### config.mk
export PLATFORM = sky130hd
export DESIGN_NAME = disp_scan_ctrl_flat
export DESIGN_NICKNAME = d
export VERILOG_FILES = /design/src/rtl/disp_scan_if.sv /design/src/rtl/disp_scan_ctrl.sv /design/src/flat_wrapper.sv
export SDC_FILE = /design/constraint.sdc
export NUM_CORES = 1
export LEC_CHECK = 0
export BUFFER_PORTS_ARGS = -buffer_cell sky130_fd_sc_hd__buf_2
export CORE_UTILIZATION = 53
export CTS_BUF_LIST = sky130_fd_sc_hd__clkbuf_4 sky130_fd_sc_hd__clkbuf_8
export DETAILED_ROUTE_END_ITERATION = 6
export PLACE_DENSITY = 0.74
export SYNTH_ARGS = -nofsm -noshare
export SYNTH_HDL_FRONTEND = slang
export SYNTH_SLANG_ARGS = --single-unit
### constraint.sdc
create_clock -name clk -period 2.62 [get_ports clk]
set_input_delay 0.262 -clock clk [delete_from_list [all_inputs] [get_ports clk]]
set_output_delay 0.262 -clock clk [all_outputs]
set_load 0.01 [all_outputs]
### src/rtl/disp_scan_if.sv
// Bundled load handshake and display drive signals for the 4-digit scan controller.
// The controller takes the slave view; the host or bench takes the master view.
interface disp_scan_if;
  logic        load;
  logic        ready;
  logic [15:0] hex_in;
  logic [3:0]  point_in;
  logic [3:0]  le_in;
  logic [3:0]  blink_in;
  logic [3:0]  AN;
  logic [3:0]  dig_D;
  logic        dig_LE;
  logic        dig_point;
  logic        frame_tick;

  modport master (
    output load, hex_in, point_in, le_in, blink_in,
    input  ready, AN, dig_D, dig_LE, dig_point, frame_tick
  );

  modport slave (
    input  load, hex_in, point_in, le_in, blink_in,
    output ready, AN, dig_D, dig_LE, dig_point, frame_tick
  );
endinterface

### src/rtl/disp_scan_ctrl.sv
// Multiplexed 4-digit 7-segment scan controller.
// A shadow register decouples host loads from the active display, so contents change only on frame edges.
module disp_scan_ctrl #(
  parameter int unsigned SCAN_DIV     = 50000,
  parameter int unsigned BLANK_CYC    = 500,
  parameter int unsigned BLINK_FRAMES = 64
) (
  input logic        clk,
  input logic        rst_n,
  disp_scan_if.slave bus
);

  localparam int unsigned CW = $clog2(SCAN_DIV);
  localparam int unsigned FW = $clog2(BLINK_FRAMES + 1);

  typedef enum logic {StEmpty, StFull} shadow_st_e;

  shadow_st_e  st_q, st_d;
  logic [CW-1:0] cnt_q;
  logic [1:0]    idx_q;
  logic [FW-1:0] frm_q;
  logic          phase_q;
  logic [15:0]   sh_hex_q, act_hex_q;
  logic [3:0]    sh_pt_q, sh_le_q, sh_bl_q;
  logic [3:0]    act_pt_q, act_le_q, act_bl_q;

  logic slot_end, frame_end, capture, xfer, dead, dark;

  assign slot_end  = (cnt_q == CW'(SCAN_DIV - 1));
  assign frame_end = slot_end && (idx_q == 2'd3);
  assign capture   = (st_q == StEmpty) && bus.load;
  // Shadow state is sampled before this cycle's load, so a same-cycle load waits a frame.
  assign xfer      = (st_q == StFull) && frame_end;

  always_comb begin
    st_d = st_q;
    unique case (st_q)
      StEmpty: if (bus.load) st_d = StFull;
      StFull:  if (frame_end) st_d = StEmpty;
      default: st_d = StEmpty;
    endcase
  end

  always_ff @(posedge clk or negedge rst_n) begin
    if (!rst_n) begin
      st_q    <= StEmpty;
      cnt_q   <= '0;
      idx_q   <= '0;
      frm_q   <= '0;
      phase_q <= 1'b0;
    end else begin
      st_q <= st_d;
      if (slot_end) begin
        cnt_q <= '0;
        idx_q <= idx_q + 2'd1;
      end else begin
        cnt_q <= cnt_q + CW'(1);
      end
      if (frame_end) begin
        if (frm_q == FW'(BLINK_FRAMES - 1)) begin
          frm_q   <= '0;
          phase_q <= ~phase_q;
        end else begin
          frm_q <= frm_q + FW'(1);
        end
      end
    end
  end

  always_ff @(posedge clk or negedge rst_n) begin
    if (!rst_n) begin
      sh_hex_q  <= '0;
      sh_pt_q   <= '0;
      sh_le_q   <= '0;
      sh_bl_q   <= '0;
      act_hex_q <= '0;
      act_pt_q  <= '0;
      act_le_q  <= '0;
      act_bl_q  <= '0;
    end else begin
      if (capture) begin
        sh_hex_q <= bus.hex_in;
        sh_pt_q  <= bus.point_in;
        sh_le_q  <= bus.le_in;
        sh_bl_q  <= bus.blink_in;
      end
      if (xfer) begin
        act_hex_q <= sh_hex_q;
        act_pt_q  <= sh_pt_q;
        act_le_q  <= sh_le_q;
        act_bl_q  <= sh_bl_q;
      end
    end
  end

  assign dead = (cnt_q < CW'(BLANK_CYC));
  assign dark = act_le_q[idx_q] | (act_bl_q[idx_q] & phase_q);

  always_comb begin
    bus.ready      = (st_q == StEmpty);
    bus.frame_tick = frame_end;
    bus.dig_D      = act_hex_q[{idx_q, 2'b00} +: 4];
    bus.dig_point  = act_pt_q[idx_q] & ~dead;
    bus.AN         = 4'b1111;
    bus.dig_LE     = 1'b1;
    if (!dead && !dark) begin
      bus.AN     = ~(4'b0001 << idx_q);
      bus.dig_LE = 1'b0;
    end
  end

endmodule

### src/flat_wrapper.sv
// flat-port wrapper written by rule: the top's interface ports become plain ports
module disp_scan_ctrl_flat 
#(
  parameter int unsigned SCAN_DIV     = 50000,
  parameter int unsigned BLANK_CYC    = 500,
  parameter int unsigned BLINK_FRAMES = 64
)
  (clk, rst_n, bus_load, bus_hex_in, bus_point_in, bus_le_in, bus_blink_in, bus_ready, bus_AN, bus_dig_D, bus_dig_LE, bus_dig_point, bus_frame_tick);
  disp_scan_if bus_i ();
  input logic clk;
  input logic rst_n;
  input wire logic [$bits(bus_i.load)-1:0] bus_load;
  input wire logic [$bits(bus_i.hex_in)-1:0] bus_hex_in;
  input wire logic [$bits(bus_i.point_in)-1:0] bus_point_in;
  input wire logic [$bits(bus_i.le_in)-1:0] bus_le_in;
  input wire logic [$bits(bus_i.blink_in)-1:0] bus_blink_in;
  output wire logic [$bits(bus_i.ready)-1:0] bus_ready;
  output wire logic [$bits(bus_i.AN)-1:0] bus_AN;
  output wire logic [$bits(bus_i.dig_D)-1:0] bus_dig_D;
  output wire logic [$bits(bus_i.dig_LE)-1:0] bus_dig_LE;
  output wire logic [$bits(bus_i.dig_point)-1:0] bus_dig_point;
  output wire logic [$bits(bus_i.frame_tick)-1:0] bus_frame_tick;
  assign bus_i.load = bus_load;
  assign bus_i.hex_in = bus_hex_in;
  assign bus_i.point_in = bus_point_in;
  assign bus_i.le_in = bus_le_in;
  assign bus_i.blink_in = bus_blink_in;
  assign bus_ready = bus_i.ready;
  assign bus_AN = bus_i.AN;
  assign bus_dig_D = bus_i.dig_D;
  assign bus_dig_LE = bus_i.dig_LE;
  assign bus_dig_point = bus_i.dig_point;
  assign bus_frame_tick = bus_i.frame_tick;
  disp_scan_ctrl #(.SCAN_DIV(SCAN_DIV), .BLANK_CYC(BLANK_CYC), .BLINK_FRAMES(BLINK_FRAMES)) u_core (.clk(clk), .rst_n(rst_n), .bus(bus_i));
endmodule
# Word level (Yosys, flattened, before mapping)
# Cells that the tools add are included.
[word_totals] reg_bits=83 out_inout_bits=12 input_bits=31 word_cells=50
[op_classes] reduce_logical=7 n_bitwise=7 eq_ne=3 add_sub_neg=3 shift=2 magnitude_cmp=2 muxes=13
[op_table] operator="$add 16x1->16 const B" n=1
[op_table] operator="$eq 16x16->1 const B" n=1
[op_table] operator="$lt 16x9->1 const B" n=1
[op_table] operator="$mux 16" n=1
[op_table] operator="$shiftx 16x5->4" n=1
[op_table] operator="$add 7x1->7 const B" n=1
[op_table] operator="$eq 7x6->1 const B" n=1
[op_table] operator="$mux 7" n=1
[op_table] operator="$bmux 1 s2" n=3
[op_table] operator="$mux 1" n=6
[op_table] operator="$logic_and 1x1->1" n=4
[op_table] operator="$mux 4" n=1
[op_table] operator="$not 4->4" n=1
[op_table] operator="$shl 1x2->4 const A" n=1
[op_table] operator="$lt 2x3->1 const B" n=1
[op_table] operator="$not 1->1" n=3
[op_table] operator="$add 2x1->2 const B" n=1
[op_table] operator="$and 1x1->1" n=2
[op_table] operator="$eq 2x2->1 const B" n=1
[op_table] operator="$logic_not 1->1" n=2
[op_table] operator="$pmux 1 s2" n=1
[op_table] operator="$reduce_and 2->1" n=1
[op_table] operator="$or 1x1->1" n=1

# Depth between registers and ports, before layout
[depth] word_depth=7 ltp_mapped=7 ltp_nobuf=5

# Least setup slack after synthesis
# No wires, ideal clock.
[synth_path] path_kind="reg-to-output" startpoint="register u_core.idx_q[0]" endpoint="output port bus_AN[0]" arrival_time_ns=1.913 slack_ns=0.445 required_ns=2.358 path_buffers=1 stages_incl_launch_ff=5 cell_sequence="dfrtp_1 > clkbuf_1 > mux4_2 > a211oi_1 > nand2_1"
[synth_via] elab_chain_cells=7 elab_cells_between_ends=11 classes_between="shift: 1; mux: 5; bitwise: 3; reduce/logical: 2"
[synth_rtl] item="start: declaration" line="disp_scan_ctrl.sv:20" source="logic [1:0] idx_q;"
[synth_rtl] item="start signal: assignment" line="disp_scan_ctrl.sv:55" source="idx_q <= idx_q + 2'd1;"
[synth_rtl] item="$bmux 1 s2" line="disp_scan_ctrl.sv:97" source="assign dark = act_le_q[idx_q] | (act_bl_q[idx_q] & phase_q);"
[synth_rtl] item="$mux 1 (not written as such)" line="disp_scan_ctrl.sv:97"
[synth_rtl] item="$and 1x1->1" line="disp_scan_ctrl.sv:97"
[synth_rtl] item="$or 1x1->1" line="disp_scan_ctrl.sv:97"
[synth_rtl] item="$logic_not 1->1" line="disp_scan_ctrl.sv:106" source="if (!dead && !dark) begin"
[synth_rtl] item="$logic_and 1x1->1" line="disp_scan_ctrl.sv:106"
[synth_rtl] item="$mux 4 *" line="disp_scan_ctrl.sv:106"
[synth_rtl] item="end: declaration" line="flat_wrapper.sv:18" source="output wire logic [$bits(bus_i.AN)-1:0] bus_AN;"
# Every way passes the cells marked *; elsewhere a longest branch is shown, timed or not. The select of a mux whose other input is x is not followed.

# Worst setup path in the final report
[layout_path] startpoint="register u_core.idx_q[1]" endpoint="output port bus_AN[3]"
# The elaborated chain is that of the path after synthesis.

==> out/qor.csv <==
stage,metric,value,unit
global_route,grt_pass1_vias,2235,
timing,hold_viol_final,0,
job,drv_cap,0,
cells_and_area,drive_above_1_share,0.429,
critical_path,cp_data_arrival_time,2.15,ns
outcome,outcome,"complete, no violations",
routing,drt_iter0_drc,119,
critical_path,cp-end-kind,output port,
routing,detail_route.first_pass.iterations,6,
synthesis,synth_top_area_frac,0.573,
synthesis,netlist_top_cells_area,"dfrtp_1, mux2_2, mux4_2",
routing,num_vias,2146,
cells_and_area,antenna_cells,0,
synthesis,yosys.area.top_type,dfrtp_1,
timing,fin_setup_tns,0,ns
global_route,antenna_found_initial,0,
timing,rsz0062_at_grt,false,
clocking,cts_tree,done,
clocking,cts.clk_slew.worst_paths,0.09,ns
clocking,insertion_delay,0.35,ns
synthesis,yosysSeqAreaShare,0.573,
synthesis,ys_types,33,
synthesis,avgSynthCellArea,14.2,sq um
die,start_util,0.561,
clocking,clock_sinks,83,
timing,finalCritPeriodShare,0.920,
die,die_width,84.7,microns
placed_design,routabilityCongestion,0.860,
synthesis,yosysWarnings,0,
timing,fin_hold_ws,0.0690,ns
routing,antenna_left,0,
routing,drc,0,
cells_and_area,fin_nets,340,
cells_and_area,fillers,521,
routing,wire_per_inst,16.1,microns
synthesis,syn_nets,293,
timing,period_minus_slack,2.41,ns
timing,relSlewSlack,0.325,
placed_design,io_buffers,42,
routing,drt_wl_total,6210,microns
critical_path,path_max_fanout,10,
timing,fmax,0.415,GHz
timing,finClkSkew,0.0112,ns
die,io_pins,43,
global_route,track_usage,0.197,
clocking,clk_root_buffer_cell,clkbuf_8,
timing,setup_viol,0,
timing,tightest_slew,1.01,ns
placed_design,dp_hpwl,4210,microns
critical_path,startpoint_type,flip-flop,
global_route,grt_max_degree,84,
power_and_ir_drop,peakVddDrop,0.000427,V
routing,viasPerCell,5.57,
clocking,cts_setup_buffers,0,
clocking,h-tree-depth,3,
die,dieArea,7170,sq um
die,core_area,6460,sq um
synthesis,synth_area,3620,sq um
synthesis,ys_ff_latch,83,
synthesis,netlist_instances,256,
clocking,cts_buffers,9,
cells_and_area,mostFrequentLayoutCell,dfrtp_1,
power_and_ir_drop,p_leak,1.98,nW
power_and_ir_drop,powerDensity,598,nW/um^2
cells_and_area,layout_common_cells,"dfrtp_1, mux2_2, buf_2, nand2_1, xnor2_1",
die,die_height,84.7,microns
die,rows,29,
timing,slew_viol_final,0,
critical_path,crit_required,2.36,ns
min_path,hold_path.class,in -> async,
global_route,grt_first_pass_wirelength,10800,microns
global_route,overflow,0,
clocking,cts_buffer_depth,2,
cells_and_area,area_delta_synth_final,14.2,%
critical_path,crit_type,reg -> out,
worst max-delay path, stage by stage, from the launching register on:
cell and delay, ns:
dfrtp_1 0.62, mux4_2 0.36, a211oi_1 0.49, nand2_1 0.15, buf_2 0.17
where the power goes:
group	internal (mW)	switching (mW)
Clock	0.549	0.461
Sequential	1.34	0.0295
Combinational	0.0569	0.0423
logic make-up after synthesis:
group,after synthesis,share of synthesized area
AO/OA/AOI/OAI,14,0.0252
multiplexers,65,0.233
AND/OR/NAND/NOR,55,0.0866
flip-flops,83,0.573
buffers and inverters,17,0.0228
XOR/XNOR,16,0.0387
adder cells (fa/ha/maj),6,0.0207
cells in the mapped netlist (all sizes together):
cell	n
a211oi	2
a21oi	2
a22o	2
a31oi	1
and3	4
and4	3
buf	5
clkbuf	6
dfrtp	83
ha	6
inv	6
mux2	58
mux4	7
nand2	11
nand3	5
nand4	7
nand4b	1
nand4bb	1
nor2	9
nor2b	5
nor3	1
nor4	4
o21a	2
o21ai	4
o31ai	1
or3	2
or4	2
xnor2	10
xor2	6
registers in the layout, indices dropped and copies added, names as in the netlist:
signal            count
u_core.act_hex_q     16
u_core.sh_hex_q      16
u_core.act_le_q       4
u_core.act_pt_q       4
u_core.sh_bl_q        4
u_core.frm_q          7
u_core.act_bl_q       4
u_core.cnt_q         16
u_core.idx_q          2
u_core.sh_pt_q        4
u_core.phase_q        1
u_core.sh_le_q        4
u_core.st_q           1
layout make-up:
type / instances / area [sq um] / share of cell area
flip-flops and latches: 83 / 2080 / 0.502
multi-input cells: 156 / 1470 / 0.356
repair buffers: 47 / 250 / 0.0604
clock buffers: 10 / 131 / 0.0317
well taps: 77 / 96.3 / 0.0233
clock inverters: 6 / 90.1 / 0.0218
inverters: 6 / 22.5 / 0.00544
path summary, 6_finish.rpt:
check / from / end / slack, ns / depth (start not counted)
min: rst_n / u_core.frm_q[5] / 0.07 / 1
min in group clk: bus_hex_in[14] / u_core.sh_hex_q[14] / 0.14 / 2
max in group asynchronous: rst_n / u_core.act_hex_q[1] / 1.87 / 1
min reg2reg: u_core.cnt_q[0] / u_core.cnt_q[0] / 0.49 / 1
max: u_core.idx_q[1] / bus_AN[3] / 0.21 / 4
max reg2reg: u_core.cnt_q[10] / u_core.act_bl_q[2] / 0.40 / 5
layer usage:
layer / up-vias / GRT usage / wire [microns]
met1: 1066 / 0.270 / 2920
met3: 14 / 0.0413 / 246
met5: - / 0 / 0
met2: 55 / 0.297 / 2870
li1: 1011 / - / -
met4: 0 / 0.106 / 174
through the flow:
stage          cell area, sq um  worst slack (ns)  total power [mW]  cells   util
2_1_floorplan              3620             0.445              1.43    256      -
6_report                   4140             0.210              2.47    385  0.641
4_1_cts                    4140             0.129              2.50    385  0.640
3_5_place_dp               3910             0.468              1.49    369  0.606
5_1_grt                    4140            0.0353              2.56    385  0.641
3_3_place_gp               3910             0.493              1.49    369  0.606
what timing repair did:
item                                    4_1_cts  5_1_grt
endpoints found under the hold margin         0        0
endpoints found under the setup margin        0        1
hold buffers                                  0        0
gates resized for setup                       0        1
(Power assumes the default switching activity.)
